<file path="src/rtl/digital_countdown_timer.sv">
// rtl/digital_countdown_timer.sv - programmable min/sec/ms countdown timer with alarm
//
// Purpose: loads a clamped min/sec/ms preset and counts it down to 00:00.000,
// one millisecond step every TICK_DIV enabled cycles, then pulses done and
// raises a sticky alarm until ack or load.
//
// Ports:
//   clk                      rising-edge system clock
//   reset                    synchronous active-low reset
//   load                     capture set_* (clamped) into count/preset; ignored in RUN
//   set_min/set_sec/set_ms   preset value (6/6/10 bits)
//   start, pause, ack        run control; pause beats start, ack clears alarm
//   min/sec/milisec          remaining time
//   running                  high while counting
//   done                     one-cycle pulse on expiry
//   alarm                    level, set on expiry, cleared by ack or load
//
// Optional feature macro: AUTO_RELOAD_EN (reload from preset on expiry and keep
// running; a zero preset still expires normally).

module digital_countdown_timer #(
  parameter int TICK_DIV = 1,
  parameter int MAX_MIN  = 63
) (
  input  logic       clk,
  input  logic       reset,
  input  logic       load,
  input  logic [5:0] set_min,
  input  logic [5:0] set_sec,
  input  logic [9:0] set_ms,
  input  logic       start,
  input  logic       pause,
  input  logic       ack,
  output logic [5:0] min,
  output logic [5:0] sec,
  output logic [9:0] milisec,
  output logic       running,
  output logic       done,
  output logic       alarm
);

  localparam int DIV_W = (TICK_DIV > 1) ? $clog2(TICK_DIV) : 1;
  localparam logic [DIV_W-1:0] DIV_LAST = DIV_W'(TICK_DIV - 1);
  localparam logic [5:0] MIN_CLAMP = 6'(MAX_MIN);

  typedef enum logic [1:0] {S_IDLE, S_RUN, S_PAUSED, S_EXPIRED} state_t;

  state_t           state_q, state_d;
  logic [5:0]       min_q, min_d, sec_q, sec_d;
  logic [9:0]       ms_q, ms_d;
  logic [DIV_W-1:0] div_q, div_d;
  logic             done_q, done_d, alarm_q, alarm_d;

  logic [5:0]       ld_min, ld_sec, dec_min, dec_sec;
  logic [9:0]       ld_ms, dec_ms;
  logic             count_nz, dec_zero;

`ifdef AUTO_RELOAD_EN
  logic [5:0]       pmin_q, pmin_d, psec_q, psec_d;
  logic [9:0]       pms_q, pms_d;
  logic             preset_nz;
  assign preset_nz = (pmin_q != 6'd0) || (psec_q != 6'd0) || (pms_q != 10'd0);
`endif

  // Clamped load value.
  assign ld_min = (set_min > MIN_CLAMP) ? MIN_CLAMP : set_min;
  assign ld_sec = (set_sec > 6'd59) ? 6'd59 : set_sec;
  assign ld_ms  = (set_ms > 10'd999) ? 10'd999 : set_ms;

  assign count_nz = (min_q != 6'd0) || (sec_q != 6'd0) || (ms_q != 10'd0);

  // One-millisecond decrement with borrow through sec and min.
  always_comb begin
    dec_min = min_q;
    dec_sec = sec_q;
    dec_ms  = ms_q;
    if (ms_q != 10'd0) begin
      dec_ms = ms_q - 10'd1;
    end else if (sec_q != 6'd0) begin
      dec_sec = sec_q - 6'd1;
      dec_ms  = 10'd999;
    end else begin
      dec_min = min_q - 6'd1;
      dec_sec = 6'd59;
      dec_ms  = 10'd999;
    end
  end

  assign dec_zero = (dec_min == 6'd0) && (dec_sec == 6'd0) && (dec_ms == 10'd0);

  always_comb begin
    state_d = state_q;
    min_d   = min_q;
    sec_d   = sec_q;
    ms_d    = ms_q;
    div_d   = div_q;
    done_d  = 1'b0;
    alarm_d = alarm_q;
`ifdef AUTO_RELOAD_EN
    pmin_d  = pmin_q;
    psec_d  = psec_q;
    pms_d   = pms_q;
`endif
    if (load && (state_q != S_RUN)) begin
      min_d   = ld_min;
      sec_d   = ld_sec;
      ms_d    = ld_ms;
`ifdef AUTO_RELOAD_EN
      pmin_d  = ld_min;
      psec_d  = ld_sec;
      pms_d   = ld_ms;
`endif
      div_d   = '0;
      alarm_d = 1'b0;
      state_d = S_IDLE;
    end else begin
      case (state_q)
        S_IDLE: begin
          // Pause outranks start even here, so pause+start never launches.
          if (!pause && start && count_nz) state_d = S_RUN;
        end
        S_RUN: begin
          if (pause) begin
            state_d = S_PAUSED;
          end else begin
            if (ack) alarm_d = 1'b0;
            if (div_q == DIV_LAST) begin
              div_d = '0;
              min_d = dec_min;
              sec_d = dec_sec;
              ms_d  = dec_ms;
              if (dec_zero) begin
                done_d  = 1'b1;
                alarm_d = 1'b1;
`ifdef AUTO_RELOAD_EN
                if (preset_nz) begin
                  min_d = pmin_q;
                  sec_d = psec_q;
                  ms_d  = pms_q;
                end else begin
                  state_d = S_EXPIRED;
                end
`else
                state_d = S_EXPIRED;
`endif
              end
            end else begin
              div_d = div_q + DIV_W'(1);
            end
          end
        end
        S_PAUSED: begin
          if (!pause) begin
            if (start && count_nz) state_d = S_RUN;
            else if (ack)          alarm_d = 1'b0;
          end
        end
        S_EXPIRED: begin
          if (ack) begin
            alarm_d = 1'b0;
            state_d = S_IDLE;
          end
        end
        default: state_d = S_IDLE;
      endcase
    end
  end

  always_ff @(posedge clk) begin
    if (!reset) begin
      state_q <= S_IDLE;
      min_q   <= 6'd0;
      sec_q   <= 6'd0;
      ms_q    <= 10'd0;
      div_q   <= '0;
      done_q  <= 1'b0;
      alarm_q <= 1'b0;
`ifdef AUTO_RELOAD_EN
      pmin_q  <= 6'd0;
      psec_q  <= 6'd0;
      pms_q   <= 10'd0;
`endif
    end else begin
      state_q <= state_d;
      min_q   <= min_d;
      sec_q   <= sec_d;
      ms_q    <= ms_d;
      div_q   <= div_d;
      done_q  <= done_d;
      alarm_q <= alarm_d;
`ifdef AUTO_RELOAD_EN
      pmin_q  <= pmin_d;
      psec_q  <= psec_d;
      pms_q   <= pms_d;
`endif
    end
  end

  assign min     = min_q;
  assign sec     = sec_q;
  assign milisec = ms_q;
  assign running = (state_q == S_RUN);
  assign done    = done_q;
  assign alarm   = alarm_q;

endmodule

</file>
<file path="config.mk">
export PLATFORM = sky130hd
export DESIGN_NAME = digital_countdown_timer
export DESIGN_NICKNAME = d
export VERILOG_FILES = /design/src/rtl/digital_countdown_timer.sv
export SDC_FILE = /design/constraint.sdc
export NUM_CORES = 1
export LEC_CHECK = 0
export ABC_AREA = 1
export CORE_MARGIN = 2
export CORE_UTILIZATION = 35
export CTS_CLUSTER_DIAMETER = 120
export CTS_CLUSTER_SIZE = 14
export DETAILED_ROUTE_END_ITERATION = 16
export DONT_BUFFER_PORTS = 1
export PLACE_DENSITY_LB_ADDON = 0.25
export SYNTH_ARGS = -nofsm -noshare
export SYNTH_HDL_FRONTEND = slang
export SYNTH_SLANG_ARGS = --single-unit
</file>
<file path="constraint.sdc">
create_clock -name clk -period 2.66 [get_ports clk]
set_clock_uncertainty 0.2 [all_clocks]
set_input_delay 0.266 -clock clk [delete_from_list [all_inputs] [get_ports clk]]
set_output_delay 0.266 -clock clk [all_outputs]
set_load 0.02 [all_outputs]
</file>
==> flow_summary.html <==
<table>
<tr><th>Metric</th><th>Value</th></tr>
<tr><th colspan="2">Run status</th></tr>
<tr><td>Run status</td><td>finished, final reports clean</td></tr>
<tr><th colspan="2">GRT</th></tr>
<tr><td>Total congestion overflow</td><td>0</td></tr>
<tr><td>Initial antenna violation count</td><td>0</td></tr>
<tr><td>Global-route wire length before repair</td><td>9340 um</td></tr>
<tr><td>Via count of the first global-routing pass</td><td>1973</td></tr>
<tr><td>Aggregate global-route resource usage</td><td>0.182</td></tr>
<tr><td>Maximum number of pins on one net before global-route repair</td><td>24</td></tr>
<tr><th colspan="2">Final layout</th></tr>
<tr><td>Finished Cell Area</td><td>0.00243 mm2</td></tr>
<tr><td>Layout overhead on the synthesized area</td><td>18.7%</td></tr>
<tr><td>Total of fill cells in the finished design</td><td>599</td></tr>
<tr><td>Final antenna diode count</td><td>0</td></tr>
<tr><td>Nets</td><td>~400</td></tr>
<tr><td>Top library cells by usage in the layout, fill and taps aside</td><td>sky130_fd_sc_hd__nand2_1, sky130_fd_sc_hd__nor2_1, sky130_fd_sc_hd__inv_1</td></tr>
<tr><td>Most common cell after layout, fill and taps aside</td><td>sky130_fd_sc_hd__nand2_1</td></tr>
<tr><td>Share of the core filled with cells</td><td>0.437</td></tr>
<tr><td>Proportion of layout cells with a drive suffix above 1</td><td>0.122</td></tr>
<tr><th colspan="2">Logic synthesis</th></tr>
<tr><td>Post-synth design cell area</td><td>0.00205 mm2</td></tr>
<tr><td>Synth cell types</td><td>39</td></tr>
<tr><td>Total nets after synthesis</td><td>367</td></tr>
<tr><td>Average footprint of a synthesized cell</td><td>6.14 um2</td></tr>
<tr><td>Top-area cell type share of the netlist area</td><td>0.254</td></tr>
<tr><td>FFs w/ async S/R, synth</td><td>0</td></tr>
<tr><td>Count of state elements after synthesis</td><td>26</td></tr>
<tr><td>Area leader, netlist</td><td>sky130_fd_sc_hd__dfxtp_1</td></tr>
<tr><td>Commonest register cell after synthesis</td><td>sky130_fd_sc_hd__dfxtp_1</td></tr>
<tr><td>Number of flops mapped to enable cells by yosys</td><td>0</td></tr>
<tr><td>Proportion of synthesized chip area in sequential cells</td><td>0.254</td></tr>
<tr><td>YS warnings</td><td>0</td></tr>
<tr><td>Top cells by area in the synthesized netlist</td><td>sky130_fd_sc_hd__dfxtp_1, sky130_fd_sc_hd__nand2_1, sky130_fd_sc_hd__nor2_1, sky130_fd_sc_hd__inv_1, sky130_fd_sc_hd__a31oi_1</td></tr>
<tr><td>Mapped Cells</td><td>334</td></tr>
<tr><th colspan="2">Flow run</th></tr>
<tr><td>Maximum capacitance violations</td><td>0</td></tr>
<tr><th colspan="2">Floorplan</th></tr>
<tr><td>Initial cell density of the core</td><td>0.368</td></tr>
<tr><td>Site row count</td><td>27</td></tr>
<tr><td>Core region area</td><td>0.00557 mm2</td></tr>
<tr><td>Horizontal die dimension</td><td>about 81 um</td></tr>
<tr><td>Ports</td><td>53</td></tr>
<tr><td>Height of the die</td><td>80.5 um</td></tr>
<tr><td>Area of the die</td><td>0.00649 mm2</td></tr>
<tr><th colspan="2">Clock tree</th></tr>
<tr><td>Clock-pin slew on the worst setup and hold paths</td><td>0.10 ns</td></tr>
<tr><td>Total CTS buffers</td><td>3</td></tr>
<tr><td>Largest buffer count on any clock path</td><td>2</td></tr>
<tr><td>Number of clock sinks</td><td>26</td></tr>
<tr><td>Cell at the root of the clock tree</td><td>sky130_fd_sc_hd__clkbuf_8</td></tr>
<tr><td>Number of H-tree branching levels</td><td>1</td></tr>
<tr><td>Clock latency on the worst-skew pair</td><td>between 0.2 and 0.3 ns</td></tr>
<tr><td>Clock tree from TritonCTS</td><td>done</td></tr>
<tr><th colspan="2">Timing</th></tr>
<tr><td>Fmax</td><td>roughly 0.43 GHz</td></tr>
<tr><td>Least-Margin Pin Slew</td><td>just under 0.5 ns</td></tr>
<tr><td>Final worst-path cycle share</td><td>0.881</td></tr>
<tr><td>Fin crit period</td><td>between 2 and 2.5 ns</td></tr>
<tr><td>Final setup violation count</td><td>0</td></tr>
<tr><td>Max-slew violations</td><td>0</td></tr>
<tr><td>Max_slew headroom</td><td>0.671</td></tr>
<tr><td>Sum Neg Setup Slack</td><td>0 ns</td></tr>
<tr><td>Number of hold violations in the final report</td><td>0</td></tr>
<tr><td>RSZ-0062 raised after global routing</td><td>false</td></tr>
<tr><th colspan="2">Setup path</th></tr>
<tr><td>Worst-path maximum fanout</td><td>13</td></tr>
<tr><td>Setup crit start kind</td><td>register</td></tr>
<tr><td>CP arrival</td><td>2.32 ns</td></tr>
<tr><td>Critical Setup Path Class</td><td>register to register</td></tr>
<tr><td>Kind of capture point of the worst setup path</td><td>register</td></tr>
<tr><td>WP data required</td><td>approximately 2.6 ns</td></tr>
<tr><th colspan="2">Placement</th></tr>
<tr><td>Global placement routability congestion</td><td>0.848</td></tr>
<tr><td>Number of port buffers</td><td>0</td></tr>
<tr><td>DP Wirelength</td><td>approximately 4400 um</td></tr>
<tr><td>Instance area at placement</td><td>0.00219 mm2</td></tr>
<tr><th colspan="2">Routing</th></tr>
<tr><td>Number of routed nets with antenna violations</td><td>0</td></tr>
<tr><td>Per-cell via count in the routed design</td><td>5.09</td></tr>
<tr><td>Routed WL per cell</td><td>13.5 um</td></tr>
<tr><td>Number of iterations in the first detailed-routing pass</td><td>4</td></tr>
<tr><td>Count of unresolved DRC violations after routing</td><td>0</td></tr>
<tr><td>Wirelength, routed</td><td>5840 um</td></tr>
<tr><td>Detailed Route Iter0 Violations</td><td>123</td></tr>
<tr><td>Number of vias in the routed layout</td><td>approximately 2200</td></tr>
<tr><th colspan="2">Power</th></tr>
<tr><td>Worst IR Drop VDD</td><td>0.299 mV</td></tr>
<tr><td>Leakage power</td><td>around 1.1 nW</td></tr>
<tr><td>Pwr/cell area</td><td>~560 mW/mm2</td></tr>
<tr><th colspan="2">Min path</th></tr>
<tr><td>Kind of path behind the tightest hold check</td><td>input port to register</td></tr>
</table>
==> kinds of logic after synthesis <==
family	after synthesis	synth area share
and+or+nand+nor	203	0.449
AOI/OAI and AO/OA	50	0.148
buffers and inverters	44	0.0927
DFF	26	0.254
xor gates and xnor gates	6	0.0256
adders and majority gates	5	0.0305
==> path summary, 6_finish.rpt <==
check / from / end / slack [ns] / cells past startpoint
setup / recovery: milisec[1] / state_q[1] / 0.32 / 15
hold reg to reg: state_q[0] / state_q[0] / 0.34 / 2
hold / removal: set_ms[3] / milisec[3] / 0.06 / 4
setup reg to reg: milisec[1] / state_q[1] / 0.32 / 15
==> per-layer routing <==
metal | GRT usage | wire length [um]
met3 | 0.0382 | 470
met4 | 0.0153 | 15
met1 | 0.243 | 2700
met2 | 0.312 | 2650
met5 | 0 | 0
==> cell usage after synthesis (2+ instances only) <==
library cell / number
sky130_fd_sc_hd__a21oi_1: 12
sky130_fd_sc_hd__a221o_1: 2
sky130_fd_sc_hd__a31oi_1: 18
sky130_fd_sc_hd__and2_1: 2
sky130_fd_sc_hd__buf_2: 2
sky130_fd_sc_hd__clkbuf_1: 4
sky130_fd_sc_hd__dfxtp_1: 26
sky130_fd_sc_hd__ha_1: 5
sky130_fd_sc_hd__inv_1: 33
sky130_fd_sc_hd__nand2_1: 114
sky130_fd_sc_hd__nand2_2: 3
sky130_fd_sc_hd__nand3_1: 20
sky130_fd_sc_hd__nand3_2: 3
sky130_fd_sc_hd__nand4_1: 6
sky130_fd_sc_hd__nor2_1: 36
sky130_fd_sc_hd__nor2_2: 5
sky130_fd_sc_hd__nor2_4: 3
sky130_fd_sc_hd__nor3_1: 4
sky130_fd_sc_hd__o21ai_0: 12
sky130_fd_sc_hd__xnor2_1: 3
sky130_fd_sc_hd__xor2_1: 3
==> flip-flops by register name (all words and copies together), names as in the netlist <==
signal,flops
alarm,1
state_q,2
done,1
min,6
sec,6
milisec,10
==> metrics by stage <==
stage                     total power, W  cells  hold slack [ns]  setup slack, ns
after floorplan                 0.000950    334            0.204            0.456
after global placement           0.00108    411            0.218            0.258
after detailed placement         0.00107    411            0.214            0.225
after CTS                        0.00136    432           0.0530            0.206
after global routing             0.00147    434            0.101          0.00529
final                            0.00137    434           0.0628            0.316
==> what timing repair did <==
action                                  4_1_cts  5_1_grt
gates resized for setup                       0        2
setup buffers                                 0        2
hold endpoints to repair                     17        0
endpoints found under the setup margin        0        2
hold buffers                                 17        0
==> critical path, stage by stage, from the launching register on <==
cell                       delay, ns
sky130_fd_sc_hd__dfxtp_1        0.33
sky130_fd_sc_hd__inv_1          0.10
sky130_fd_sc_hd__ha_2           0.23
sky130_fd_sc_hd__nand2_1        0.10
sky130_fd_sc_hd__nor2_4         0.15
sky130_fd_sc_hd__nand3_4        0.18
sky130_fd_sc_hd__clkinv_2       0.16
sky130_fd_sc_hd__nor2_1         0.06
sky130_fd_sc_hd__a21oi_1        0.16
sky130_fd_sc_hd__nand3_1        0.10
sky130_fd_sc_hd__nor2_1         0.11
sky130_fd_sc_hd__nand3_1        0.07
sky130_fd_sc_hd__nand2_1        0.10
sky130_fd_sc_hd__nand3_1        0.07
sky130_fd_sc_hd__nand2_1        0.08
sky130_fd_sc_hd__nor2_1         0.04
==> area by class of cell <==
| class | instances | area (um2) | area share |
|---|---|---|---|
| clock buffer | 4 | 55.1 | 0.0226 |
| inverter | 35 | 133 | 0.0545 |
| multi-input combinational | 264 | 1350 | 0.553 |
| sequential | 26 | 520 | 0.214 |
| tap | 72 | 90.1 | 0.0370 |
| timing repair buffer | 33 | 290 | 0.119 |
==> power by group <==
part / total (W) / switching [W] / internal (W)
clock: 0.000262 / 0.000130 / 0.000132
sequential: 0.000489 / 0.0000673 / 0.000422
combinational: 0.000615 / 0.000386 / 0.000228
total: 0.00137 / 0.000583 / 0.000783
Note: power is estimated with default switching activity, not from simulation.
